File: src/rtl/maquina_de_cafe_multi.sv
// rtl/maquina_de_cafe_multi.sv - coffee/tea vending controller: credit, stock/water checks, timed serve, change.
module maquina_de_cafe_multi #(
  parameter int N_PROD      = 2,
  parameter int CREDIT_W    = 6,
  parameter int COIN_HI_VAL = 10,
  parameter int COIN_LO_VAL = 5,
  parameter int MAX_CREDIT  = 30,
  parameter logic [N_PROD*CREDIT_W-1:0] PRICES = {6'd5, 6'd10},
  parameter int SERVE_CYC   = 4
) (
  input  logic                clk,
  input  logic                rst,
  input  logic                coin_hi,
  input  logic                coin_lo,
  input  logic                ha,
  input  logic [N_PROD-1:0]   stock,
  input  logic [N_PROD-1:0]   sel,
  input  logic                cancel,
  output logic [N_PROD-1:0]   serve,
  output logic                change_valid,
  output logic [CREDIT_W-1:0] change_amt,
  output logic [CREDIT_W-1:0] credit,
  output logic                coin_reject,
  output logic [2:0]          status
);

  localparam int IDX_W = (N_PROD > 1) ? $clog2(N_PROD) : 1;
  localparam int SUM_W = CREDIT_W + 2;
  localparam int CNT_W = (SERVE_CYC > 1) ? $clog2(SERVE_CYC) : 1;

  localparam logic [SUM_W-1:0] HI_V  = SUM_W'(COIN_HI_VAL);
  localparam logic [SUM_W-1:0] LO_V  = SUM_W'(COIN_LO_VAL);
  localparam logic [SUM_W-1:0] MAX_V = SUM_W'(MAX_CREDIT);
  localparam logic [CNT_W-1:0] LAST  = CNT_W'(SERVE_CYC - 1);

  localparam logic [2:0] ST_IDLE    = 3'b000;
  localparam logic [2:0] ST_CREDIT  = 3'b001;
  localparam logic [2:0] ST_SERVING = 3'b010;
  localparam logic [2:0] ST_CHANGE  = 3'b011;
  localparam logic [2:0] ST_NOWATER = 3'b100;
  localparam logic [2:0] ST_NOSTOCK = 3'b101;
  localparam logic [2:0] ST_NOFUNDS = 3'b110;
  localparam logic [2:0] ST_BADSEL  = 3'b111;

  typedef enum logic [1:0] {IDLE, CREDIT, SERVE, CHANGE} state_t;

  state_t              state;
  logic [CNT_W-1:0]    cnt;

  logic                coin_any;
  logic [SUM_W-1:0]    coin_val;
  logic [SUM_W-1:0]    sum;
  logic                coin_ok;
  logic [CREDIT_W-1:0] credit_add;
  logic                sel_any;
  logic                sel_multi;
  logic [IDX_W-1:0]    sel_idx;
  logic [CREDIT_W-1:0] price;

  // Both coins in one cycle are summed and accepted or rejected as a whole.
  always_comb begin
    coin_val = '0;
    if (coin_hi) coin_val = coin_val + HI_V;
    if (coin_lo) coin_val = coin_val + LO_V;
    coin_any   = coin_hi | coin_lo;
    sum        = {2'b00, credit} + coin_val;
    coin_ok    = coin_any && (sum <= MAX_V);
    credit_add = coin_ok ? sum[CREDIT_W-1:0] : credit;
  end

  always_comb begin
    sel_any   = |sel;
    sel_multi = (sel & (sel - 1'b1)) != '0;
    sel_idx   = '0;
    for (int i = 0; i < N_PROD; i++) begin
      if (sel[i]) sel_idx = IDX_W'(i);
    end
    price = PRICES[sel_idx*CREDIT_W +: CREDIT_W];
  end

  always_ff @(posedge clk or negedge rst) begin
    if (!rst) begin
      state        <= IDLE;
      cnt          <= '0;
      serve        <= '0;
      change_valid <= 1'b0;
      change_amt   <= '0;
      credit       <= '0;
      coin_reject  <= 1'b0;
      status       <= ST_IDLE;
    end else begin
      change_valid <= 1'b0;
      coin_reject  <= 1'b0;
      case (state)
        IDLE: begin
          if (coin_any) begin
            if (coin_ok) begin
              credit <= sum[CREDIT_W-1:0];
              state  <= CREDIT;
              status <= ST_CREDIT;
            end else begin
              coin_reject <= 1'b1;
            end
          end
        end

        CREDIT: begin
          if (cancel) begin
            change_amt   <= credit;
            change_valid <= credit != '0;
            credit       <= '0;
            coin_reject  <= coin_any;
            state        <= IDLE;
            status       <= ST_IDLE;
          end else if (sel_any) begin
            coin_reject <= coin_any && !coin_ok;
            credit      <= credit_add;
            if (sel_multi) begin
              status <= ST_BADSEL;
            end else if (!ha) begin
              status <= ST_NOWATER;
            end else if (!stock[sel_idx]) begin
              status <= ST_NOSTOCK;
            end else if (credit < price) begin
              status <= ST_NOFUNDS;
            end else begin
              // credit >= price here, so the subtraction cannot underflow
              credit <= credit_add - price;
              serve  <= sel;
              cnt    <= '0;
              state  <= SERVE;
              status <= ST_SERVING;
            end
          end else if (coin_any) begin
            status <= ST_CREDIT;
            if (coin_ok) credit <= sum[CREDIT_W-1:0];
            else         coin_reject <= 1'b1;
          end
        end

        SERVE: begin
          coin_reject <= coin_any;
          if (cnt == LAST) begin
            serve  <= '0;
            state  <= CHANGE;
            status <= ST_CHANGE;
          end else begin
            cnt <= cnt + 1'b1;
          end
        end

        CHANGE: begin
          coin_reject <= coin_any;
          if (credit != '0) begin
            change_valid <= 1'b1;
            change_amt   <= credit;
          end
          credit <= '0;
          state  <= IDLE;
          status <= ST_IDLE;
        end

        default: begin
          state  <= IDLE;
          status <= ST_IDLE;
        end
      endcase
    end
  end

endmodule

File: config.mk
export PLATFORM = sky130hd
export DESIGN_NAME = maquina_de_cafe_multi
export DESIGN_NICKNAME = d
export VERILOG_FILES = /design/src/rtl/maquina_de_cafe_multi.sv
export SDC_FILE = /design/constraint.sdc
export NUM_CORES = 1
export LEC_CHECK = 0
export CORE_UTILIZATION = 45
export CTS_BUF_LIST = sky130_fd_sc_hd__clkbuf_4
export DETAILED_ROUTE_END_ITERATION = 8
export GPL_TIMING_DRIVEN = 0
export PLACE_DENSITY = 0.71
export RECOVER_POWER = 25
export SETUP_SLACK_MARGIN = 0.1
export SLEW_MARGIN = 20
export SYNTH_ARGS = -nofsm -noshare
export SYNTH_HDL_FRONTEND = slang
export SYNTH_SLANG_ARGS = --single-unit
File: constraint.sdc
create_clock -name clk -period 3.2 [get_ports clk]
set_clock_uncertainty 0.1 [all_clocks]
set_input_delay 0.32 -clock clk [delete_from_list [all_inputs] [get_ports clk]]
set_output_delay 0.32 -clock clk [all_outputs]
set_load 0.005 [all_outputs]
==> impl_metrics.toml <==
[die]
dieHeight_um = 65.45
coreArea_sq_um = 3771
floorplan.initialDensity_pct = 48.04
io_pins = 29
die_x_um = 65.45
dieArea_sq_um = 4284
rows = 22

[worst_setup_path]
ff2ff_setup_slack_ps = -220
path_cells = "ha_4 -> inv_2 -> fa_2 -> xnor2_4 -> nand4_1 -> mux2_4 -> o21a_4 -> buf_8 -> mux2i_1 -> ha_2 -> fa_2 -> nor2b_4 -> o21ai_1 -> nand4b_1 -> xnor2_1 -> mux2i_1"
worst_setup_path_end_kind = "register"
max_stage_delay_ps = 410
arrival_ps = 3580
crit_buf_inv = 2
worst-setup-path-type = "register to register"
cp_top_family = "adder cells"
cp_data_required_time_ps = 3360
path_max_fanout = 7
reg2reg_depth = 16
cp-start-kind = "register"
slowest_stage = "dfrtp_2"
crit_cells = 16

[run_status]
violations = "negative setup slack"
status = "finished, violations left"

[flow_run]
drv_cap = 0

[power_and_ir_drop]
finalPower_uw = 2042
p_sw_uw = 820.5
p_seq_share_pct = 24.0
swShare_pct = 40.17
peakVddDrop_mv = 0.4210
p_leak_uw = 0.001041
p_comb_share_pct = 69.0
intPower_uw = 1222
power.density_nw_per_um2 = 862.8
clkPwrFrac_pct = 7.0

[synthesis]
ys_types = 55
synth.avg_cell_area_sq_um = 9.104
netlist_area_sq_um = 1812
synthAdderAreaFrac_pct = 10.50
ys_ff_latch = 23
async_flop_share_pct = 100.0
synthMuxAreaShare_pct = 10.08
syn-num-nets = 223
synth_top_family_by_area = "compound AO/OA/AOI/OAI gates"
synth_cells = 199
yosysWarnings = 0
synth-edff-count = 0
synth-xor-area-share_pct = 3.315
synth_simple_gate_area_share_pct = 18.30
yosysSeqAreaShare_pct = 31.77
synth_compound_area_share_pct = 20.99
synth_flop_cell = "dfrtp_1"

[global_route]
antenna_found_initial = 0
track_usage_pct = 24.00
grt-ovfl-total = 0
grt_max_degree = 24
grt_first_pass_wirelength_um = 7900
grt_pass1_vias = 1750

[detailed_routing]
drt_iter0_markers = 75
finalWirelength_um = 4627
ant_nets = 0
via_per_inst = 5.925
dr_total_vias = 1730
wl_per_cell_um = 15.85
drtPass1Iterations = 4
route.detailed.drc = 0

[clock_tree]
path_clk_slew_ps = 140
clk_latency_ps = 320
cts_num_sinks = 23
htreeDepth = 1
cts_tree = "yes"
cts.path.max_buffers = 2
cts-root-buf = "clkbuf_4"
cts_buffers = 3

[final_layout]
fin_nets = 269
layout_commonest_cell = "clkdlybuf4s50_1"
drive_gt1_share_pct = 23.36
final_cell_area_sq_um = 2367
final_cells = 292
antenna_cells = 0
mostFrequentLayoutCells = "clkdlybuf4s50_1 (24), nor2_1 (22), dfrtp_1 (19)"
syn_to_final_growth_pct = 30.66
postLayoutCoreUtil_pct = 62.77

[min_path]
hp-class = "input port to register"
hold_depth = 3

[placement]
gp_congestion = 0.8496
dp_hpwl_um = 3260
place_inst = 274
port-buffer-count = 27
dpl_cell_area_sq_um = 2165

[sta]
setup_ws_ps = -220.4
worst_pin_slew_ps = 1275
rsz0062_at_grt = "yes"
timing_hold_violations_final = 0
slew_headroom_pct = 14.98
fin_tns_setup_ps = -830.1
fmax_mhz = 292.4
timing.final.max_slew_violations = 0
finalSetupViolCount = 5
post-route-period-util_pct = 106.9
fin_crit_ps = 3420
[path summary, 6_finish.rpt]
kind	startpoint	to
max in group asynchronous	rst	credit[1]
worst min register to register	cnt[0]	cnt[0]
worst max register to register	credit[0]	credit[4]
min in group asynchronous	rst	status[2]
worst max-delay path	credit[0]	credit[4]
worst min-delay path	sel[0]	serve[0]
[state kept, by name (all words and copies together), names as in the netlist, named ones only]
name,cells
change_amt,6
cnt,2
status,3
coin_reject,1
change_valid,1
serve,2
state,1
credit,6
[kinds of logic after synthesis]
kind of cell	Yosys count
muxes	16
AOI/OAI and AO/OA	52
and+or+nand+nor	67
DFF	23
buffers and inverters	21
xor gates and xnor gates	6
adders and majority gates	14
[synth_stat cells (2+ instances only)]
master / count / area (sq um)
nor3_1: 2 / 10.01
nand4_1: 3 / 18.77
nand2b_1: 3 / 18.77
ha_1: 12 / 150.1
mux2_2: 10 / 112.6
nor2_1: 23 / 86.33
fa_1: 2 / 40.04
a21o_1: 5 / 37.54
xnor2_1: 5 / 43.79
a21oi_1: 6 / 30.03
o21ai_0: 15 / 75.07
and2_1: 2 / 12.51
nor2b_1: 4 / 25.02
nand2_1: 10 / 37.54
nor4_1: 4 / 25.02
o22ai_1: 2 / 12.51
buf_2: 4 / 20.02
nand3_1: 8 / 40.04
mux2_4: 2 / 30.03
dfrtp_1: 23 / 575.6
mux2i_1: 4 / 40.04
a221o_1: 4 / 40.04
inv_1: 11 / 41.29
clkbuf_1: 4 / 15.01
[area by class of cell]
type                            count  area (sq um)
Sequential cell                    23         580.6
Clock inverter                      1         5.005
Buffer                             10         53.80
Multi-Input combinational cell    155          1235
Clock buffer                        3         22.52
Fill cell                         318          1404
Inverter                           11         41.29
Timing Repair Buffer               41         369.1
Tap cell                           48         60.06
[metal layers]
metal  GRT usage [%]  share of wire (%)  vias up
met5               0                  0        -
met4           10.05                2.6        0
met3           2.431                4.4       15
met2           40.85                 49       46
met1           30.81                 44      851
li1                -                  -      818
[tightest hold or removal path, delay by kind of cell]
family / cells / cell delay [ps]
buffers and inverters: 1 / 150
and+or+nand+nor: 2 / 130
[what timing repair did]
action	in CTS	in global routing
resized for setup	14	6
hold buffers	0	1
pin swaps	7	3
buffers inserted	9	4
hold endpoints to repair	0	23
endpoints found under the setup margin	6	5
[metrics by stage]
step	hold WS (ps)	setup WS, ps
after floorplan	-75.59	-228.3
after global placement	382.7	-966.6
after detailed placement	394.7	-990.4
after CTS	194.7	-215.8
after global routing	221.9	-427.1
final	197.3	-220.4
[power by group through the flow]
stage          logic (uW)  registers, uW  clock network, uW
6_report             1410            490                143
5_1_grt              1550            508                160
4_1_cts              1310            496                149
3_5_place_dp         1150            511                  0
3_3_place_gp         1130            509                  0
2_1_floorplan         782            492                  0
No activity file was read; power rests on OpenSTA's default activity.
==> patch 1, RTL diff (same flow settings) <==
Put one more register stage on the output `credit`, cleared by the reset. The value now appears one clock later. The other outputs are not delayed to match.
--- a/src/rtl/maquina_de_cafe_multi.sv
+++ b/src/rtl/maquina_de_cafe_multi.sv
@@ -44,6 +44,8 @@
 
   typedef enum logic [1:0] {IDLE, CREDIT, SERVE, CHANGE} state_t;
 
+  logic [CREDIT_W-1:0] credit_s0;
+
   state_t              state;
   logic [CNT_W-1:0]    cnt;
 
@@ -63,9 +65,9 @@
     if (coin_hi) coin_val = coin_val + HI_V;
     if (coin_lo) coin_val = coin_val + LO_V;
     coin_any   = coin_hi | coin_lo;
-    sum        = {2'b00, credit} + coin_val;
+    sum        = {2'b00, credit_s0} + coin_val;
     coin_ok    = coin_any && (sum <= MAX_V);
-    credit_add = coin_ok ? sum[CREDIT_W-1:0] : credit;
+    credit_add = coin_ok ? sum[CREDIT_W-1:0] : credit_s0;
   end
 
   always_comb begin
@@ -85,7 +87,7 @@
       serve        <= '0;
       change_valid <= 1'b0;
       change_amt   <= '0;
-      credit       <= '0;
+      credit_s0    <= '0;
       coin_reject  <= 1'b0;
       status       <= ST_IDLE;
     end else begin
@@ -95,7 +97,7 @@
         IDLE: begin
           if (coin_any) begin
             if (coin_ok) begin
-              credit <= sum[CREDIT_W-1:0];
+              credit_s0 <= sum[CREDIT_W-1:0];
               state  <= CREDIT;
               status <= ST_CREDIT;
             end else begin
@@ -106,26 +108,26 @@
 
         CREDIT: begin
           if (cancel) begin
-            change_amt   <= credit;
-            change_valid <= credit != '0;
-            credit       <= '0;
+            change_amt   <= credit_s0;
+            change_valid <= credit_s0 != '0;
+            credit_s0    <= '0;
             coin_reject  <= coin_any;
             state        <= IDLE;
             status       <= ST_IDLE;
           end else if (sel_any) begin
             coin_reject <= coin_any && !coin_ok;
-            credit      <= credit_add;
+            credit_s0   <= credit_add;
             if (sel_multi) begin
               status <= ST_BADSEL;
             end else if (!ha) begin
               status <= ST_NOWATER;
             end else if (!stock[sel_idx]) begin
               status <= ST_NOSTOCK;
-            end else if (credit < price) begin
+            end else if (credit_s0 < price) begin
               status <= ST_NOFUNDS;
             end else begin
               // credit >= price here, so the subtraction cannot underflow
-              credit <= credit_add - price;
+              credit_s0 <= credit_add - price;
               serve  <= sel;
               cnt    <= '0;
               state  <= SERVE;
@@ -133,7 +135,7 @@
             end
           end else if (coin_any) begin
             status <= ST_CREDIT;
-            if (coin_ok) credit <= sum[CREDIT_W-1:0];
+            if (coin_ok) credit_s0 <= sum[CREDIT_W-1:0];
             else         coin_reject <= 1'b1;
           end
         end
@@ -151,11 +153,11 @@
 
         CHANGE: begin
           coin_reject <= coin_any;
-          if (credit != '0) begin
+          if (credit_s0 != '0) begin
             change_valid <= 1'b1;
-            change_amt   <= credit;
+            change_amt   <= credit_s0;
           end
-          credit <= '0;
+          credit_s0 <= '0;
           state  <= IDLE;
           status <= ST_IDLE;
         end
@@ -168,5 +170,13 @@
     end
   end
 
+  always_ff @(posedge clk or negedge rst) begin
+    if (!rst) begin
+      credit <= '0;
+    end else begin
+      credit <= credit_s0;
+    end
+  end
+
 endmodule
 
Check against the original RTL: not equivalent (Yosys sat finds a counterexample within 4 cycles, from zero or initial values and one cycle with rst low).
==> patch 1 against the original RTL <==
  * Final area up 14%
  * The flow finishes with violations (capacitance limit, slew limit, setup timing)
  * Sequential cell count grew 6
  * Largest cell class unchanged
  * Via count rose by 2.3%
  * Largest power group unchanged
  * Power is 16% higher
  * Highest routed layer unchanged
  * Worst setup slack lost 690 ps
  * Routed wire length rose by 8.1%
  * Synthesized cell count up 1.0%
  * Synthesized area rose by 8.6%
==> patch 1: results (changes against the original RTL) <==
routability congestion estimate=0.8451 (was 0.8496); number of diodes=0 (unchanged); routed length per instance=16.30 um (was 15.85 um); Critical Path Fanout Max=5 (was 7); Post-Synth XOR/XNOR Area=1.336% (was 3.315%); Peak supply drop=591.3 uV (was 421.0 uV); via count of the first global-routing pass=1,639 (was 1,750); number of antenna violations at the first check in global routing=0 (unchanged); Post-synth EDFFs=0 (unchanged); worst setup slack after layout=-911.2 ps (was -220.4 ps); input/output buffers=28 (was 27); post-synthesis share of cell area spent on full adders, half adders and majority gates=9.669% (was 10.50%); Synth Area in Compound Gates=17.94% (was 20.99%); top cells by area, synth=dfrtp_1 37%, ha_1 7.6%, mux2_2 6.3% (was dfrtp_1 32%, ha_1 8.3%, mux2_2 6.2%); Final Net Count=280 (was 269); count of max-cap constraint violations=1 (was 0); DRC marker count from the first detailed-route iteration=98 (was 75); Post-Synthesis Net Count=225 (was 223); TritonCTS Buffers=5 (was 3); sequential share of the synthesized area=36.90% (was 31.77%); H-tree depth=2 (was 1); Final Setup Violations=5 (unchanged); top cells by count, synth=29 x dfrtp_1, 17 x nand2_1, 12 x ha_1 (was 23 x dfrtp_1, 23 x nor2_1, 15 x o21ai_0, 12 x ha_1, 11 x inv_1); maximum number of pins on one net before global-route repair=30 (was 24); transition time at the pin with the least slew margin=1633 ps (was 1275 ps); data arrival time at the worst-slack endpoint=4230 ps (was 3580 ps); type of the most critical hold path=reg -> reg (was in -> reg); Longest Clk Path Bufs=2 (unchanged); status=finished, violations left (unchanged); ys flop type=dfrtp_1 (unchanged); Yosys Warn Count=0 (unchanged); Root Buffer=clkbuf_4 (unchanged); total count of max-transition violations in the final report=30 (was 0); share of final-layout standard cells stronger than drive strength 1=27.24% (was 23.36%); failing checks=capacitance limit, slew limit, setup timing (was setup timing); filler instances=350 (was 318); global-route wire length before repair=7.914 mm (was 7.900 mm); Regs by FF count=change_amt: 6 flops, credit: 6 flops, credit_s0: 6 flops (was change_amt: 6 flops, credit: 6 flops, status: 3 flops); number of different library cells in the post-synthesis netlist=53 (was 55); CTS clk-pin slew, worst paths=110 ps (was 140 ps); overall track demand over capacity in global routing=23.79% (was 24.00%); vias per inst=5.762 (was 5.925); FFs w/ async S/R, synth=100.0% (unchanged); placed wire-length estimate after detailed placement=3.252 mm (was 3.260 mm); Skew-Pair Late Insertion Delay=340 ps (was 320 ps); first drt pass iteration count=4 (unchanged); mux share of post-synthesis cell area=11.45% (was 10.08%); Leakage=1.215 nW (was 1.041 nW)
==> patch 1: report_power, final <==
group	total [mW]	switching [mW]	internal (mW)
combinational	1.54	0.701	0.842
clock	0.223	0.140	0.0826
sequential	0.599	0.0993	0.500
total	2.36	0.941	1.42
==> patch 1: what timing repair did <==
| item | in CTS | in global routing |
|---|---|---|
| resized for setup | 14 | 15 |
| hold buffers | 1 | 0 |
| endpoints found under the hold margin | 29 | 0 |
| setup buffers | 12 | 8 |
| cloned | 1 | 0 |
| endpoints found under the setup margin | 10 | 12 |
| pin swaps | 12 | 4 |
==> patch 1: through the flow <==
stage | TNS (ps) | cell area, um^2 | hold slack, ps | setup slack (ps) | std cells
floorplan | -3488 | 2012 | -75.59 | -921.5 | 201
global placement | -9280 | 2355 | 380.3 | -1631 | 279
detailed placement | -9305 | 2350 | 307.0 | -1635 | 279
CTS | -3245 | 2591 | 404.4 | -867.9 | 301
global route | -4395 | 2701 | 417.3 | -1062 | 307
finish | -3646 | 2701 | 398.3 | -911.2 | 307
==> patch 1: final timing paths <==
check,startpoint,endpoint,cells after the start
hold reg to reg,cnt[0],cnt[0],1
max in group asynchronous,rst,credit_s0[1],2
hold / removal,cnt[0],cnt[0],1
min in group asynchronous,rst,credit_s0[0],2
setup reg to reg,credit_s0[0],credit_s0[4],17
setup / recovery,credit_s0[0],credit_s0[4],17
==> patch 1: kinds of logic after synthesis <==
kind of cell,Yosys count
AOI/OAI and AO/OA,50
xor gates and xnor gates,3
adders and majority gates,14
buffers and inverters,16
DFF,29
muxes,20
and+or+nand+nor,69
==> patch 1: layout make-up <==
class                           count  area, um^2  share of cell area (%)
Multi-Input combinational cell    156        1305                   48.31
Sequential cell                    29       728.2                   26.96
Timing Repair Buffer               48       471.7                   17.46
Tap cell                           50       62.56                   2.316
Buffer                              6       41.29                   1.528
Clock buffer                        5       37.54                   1.390
Inverter                           10       37.54                   1.390
Clock inverter                      3       17.52                  0.6484
==> patch 1: critical path: stages (launching register included) <==
cell      delay [ps]
dfrtp_2          450
ha_4             170
inv_2             50
fa_2             430
or3b_1           390
a2111o_1         290
a211o_1          280
and3_4           180
buf_8            130
mux2i_1          160
ha_2             230
fa_2             260
nor2b_4           50
o21ai_2          140
nand4_1          150
a31o_2           260
a21o_1           180
mux2i_1          110
==> patch 1: layer usage <==
layer | global-route usage, % | wire [um] | share of wire, %
met1 | 31.03 | 2296 | 46
met2 | 37.99 | 2419 | 48
met3 | 6.000 | 201 | 4.0
met4 | 8.073 | 87 | 1.7
met5 | 0 | 0 | 0
==> patch 2, RTL diff (same flow settings) <==
Made on the original files. `N_PROD`: 2 -> 4.
--- a/src/rtl/maquina_de_cafe_multi.sv
+++ b/src/rtl/maquina_de_cafe_multi.sv
@@ -1,6 +1,6 @@
 // rtl/maquina_de_cafe_multi.sv - coffee/tea vending controller: credit, stock/water checks, timed serve, change.
 module maquina_de_cafe_multi #(
-  parameter int N_PROD      = 2,
+  parameter int N_PROD      = 4,
   parameter int CREDIT_W    = 6,
   parameter int COIN_HI_VAL = 10,
   parameter int COIN_LO_VAL = 5,
Interface: changed (resized sel, serve and stock); port bits go from 29 to 35. The function was not compared with the original's and may differ.
==> patch 2 against the original RTL <==
  * The run still ends with setup timing left
  * Routed wire length barely moved
  * Sequential cell count rose by 2
  * Final area rose by 8.8%
  * Critical path depth rose by 2
  * Sequential share of layout area fell by 0.14 points
  * Power rose by 7.0%
  * Sequential power rose by 11%
  * Synthesized area rose by 3.9%
  * Utilization rose by 1.6 points
  * Worst setup slack got worse by 340 ps
  * Critical path type unchanged
  * Critical endpoint unchanged
  * Largest power group unchanged
==> patch 2: results (changes against the original RTL) <==
met3 layer wire length in the routed design=218 um (was 204 um); vias per inst=5.629 (was 5.925); Critical Path Fanout Max=3 (was 7); Final Setup Violations=4 (was 5); worst slew margin relative to its limit=10.90% (was 14.98%); worst setup slack after layout=-558.7 ps (was -220.4 ps); Yosys top cell area share=33.22% (was 31.77%); Post-Synthesis Net Count=224 (was 223); input/output buffers=32 (was 27); share of final-layout standard cells stronger than drive strength 1=29.32% (was 23.36%); top cells by count, synth=25 x dfrtp_1, 17 x inv_1, 14 x nor2_1, 13 x nand2_1, 12 x ha_1 (was 23 x dfrtp_1, 23 x nor2_1, 15 x o21ai_0, 12 x ha_1, 11 x inv_1); DRC marker count from the first detailed-route iteration=54 (was 75); proportion of total power due to net switching=40.08% (was 40.17%); Final Net Count=278 (was 269); failing checks=setup timing (unchanged); filler instances=344 (was 318); routing usage on met2=39.90% (was 40.85%); number of different library cells in the post-synthesis netlist=56 (was 55); Met2 Wirelength=2.269 mm (was 2.263 mm); sequential share of the synthesized area=33.22% (was 31.77%); placed wire-length estimate after detailed placement=3.290 mm (was 3.260 mm); non-clk buf share=19.09% (was 17.86%); data arrival time at the worst-slack endpoint=3850 ps (was 3580 ps); overall track demand over capacity in global routing=22.53% (was 24.00%); global-route wire length before repair=7.576 mm (was 7.900 mm); number of register bits inferred by synthesis=25 (was 23); Layout area overhead=36.81% (was 30.66%); Regs by FF count=change_amt: 6 flops, credit: 6 flops, serve: 4 flops (was change_amt: 6 flops, credit: 6 flops, status: 3 flops); relative contribution of combinational cells to total power=68.8% (was 69.0%); routability congestion estimate=0.8632 (was 0.8496); maximum number of pins on one net before global-route repair=26 (was 24); share of cell area taken by flip-flops and latches=24.38% (was 24.52%); Cell Pwr Density=848.4 nW/um^2 (was 862.8 nW/um^2); Peak supply drop=452.3 uV (was 421.0 uV); Sequential Power=0.546 mW (was 0.490 mW); TNS Setup=-1522 ps (was -830.1 ps); count of multi-input combinational gates=147 (was 155); bufs w/o clock=56 (was 51); status=finished, violations left (unchanged); Leakage=1.121 nW (was 1.041 nW)
-- patch 2: changes by cell type in the layout (fill, tap and decap cells not counted), sizes merged, moves of 3 or more --
cell / change
a211oi: +5
a221o: -4
and2: -3
clkdlybuf4s50: +5
inv: +6
nand2: +4
nor2: -9
nor4: -4
-- patch 2: repair_timing --
item / CTS / global route
setup endpoints to repair: 6 / 5
hold buffers: 0 / 1
setup buffers: 12 / 5
pin swaps: 8 / 7
gates cloned: 0 / 0
gates resized for setup: 20 / 3
hold endpoints to repair: 0 / 25
-- patch 2: worst min-delay path: stages --
cell and delay (ps):
buf_6 110, nand3_1 70, o21ai_1 60
-- patch 2: path summary, 6_finish.rpt --
| path | startpoint | end | slack [ps] | cells after the start |
|---|---|---|---|---|
| worst max-delay path | credit[0] | credit[4] | -560 | 18 |
| worst min-delay path | sel[1] | serve[1] | 150 | 3 |
| worst max register to register | credit[0] | credit[4] | -560 | 18 |
| worst min register to register | cnt[0] | cnt[0] | 410 | 1 |
| max in group asynchronous | rst | credit[0] | 1420 | 2 |
| min in group asynchronous | rst | status[0] | 710 | 2 |
-- patch 2: cells by family (layout without fill, tap and decap cells) --
logic type               Yosys count  in the layout  synth area share (%)
AND/OR/NAND/NOR                   57             57                 16.35
AO/OA/AOI/OAI                     56             56                 23.59
flip-flops                        25             25                 33.22
buffers and inverters             24             77                 5.780
adder cells (fa/ha/maj)           14             14                 10.10
multiplexers                      14             14                 8.173
XOR/XNOR                           6              6                 2.791
-- patch 2: stage by stage --
stage | hold slack (ps) | cells | setup slack [ps]
3_5_place_dp | 393.6 | 278 | -1365
6_report | 154.1 | 299 | -558.7
2_1_floorplan | -75.59 | 196 | -515.8
4_1_cts | 145.8 | 294 | -482.9
5_1_grt | 172.3 | 299 | -768.9
3_3_place_gp | 391.1 | 278 | -1405
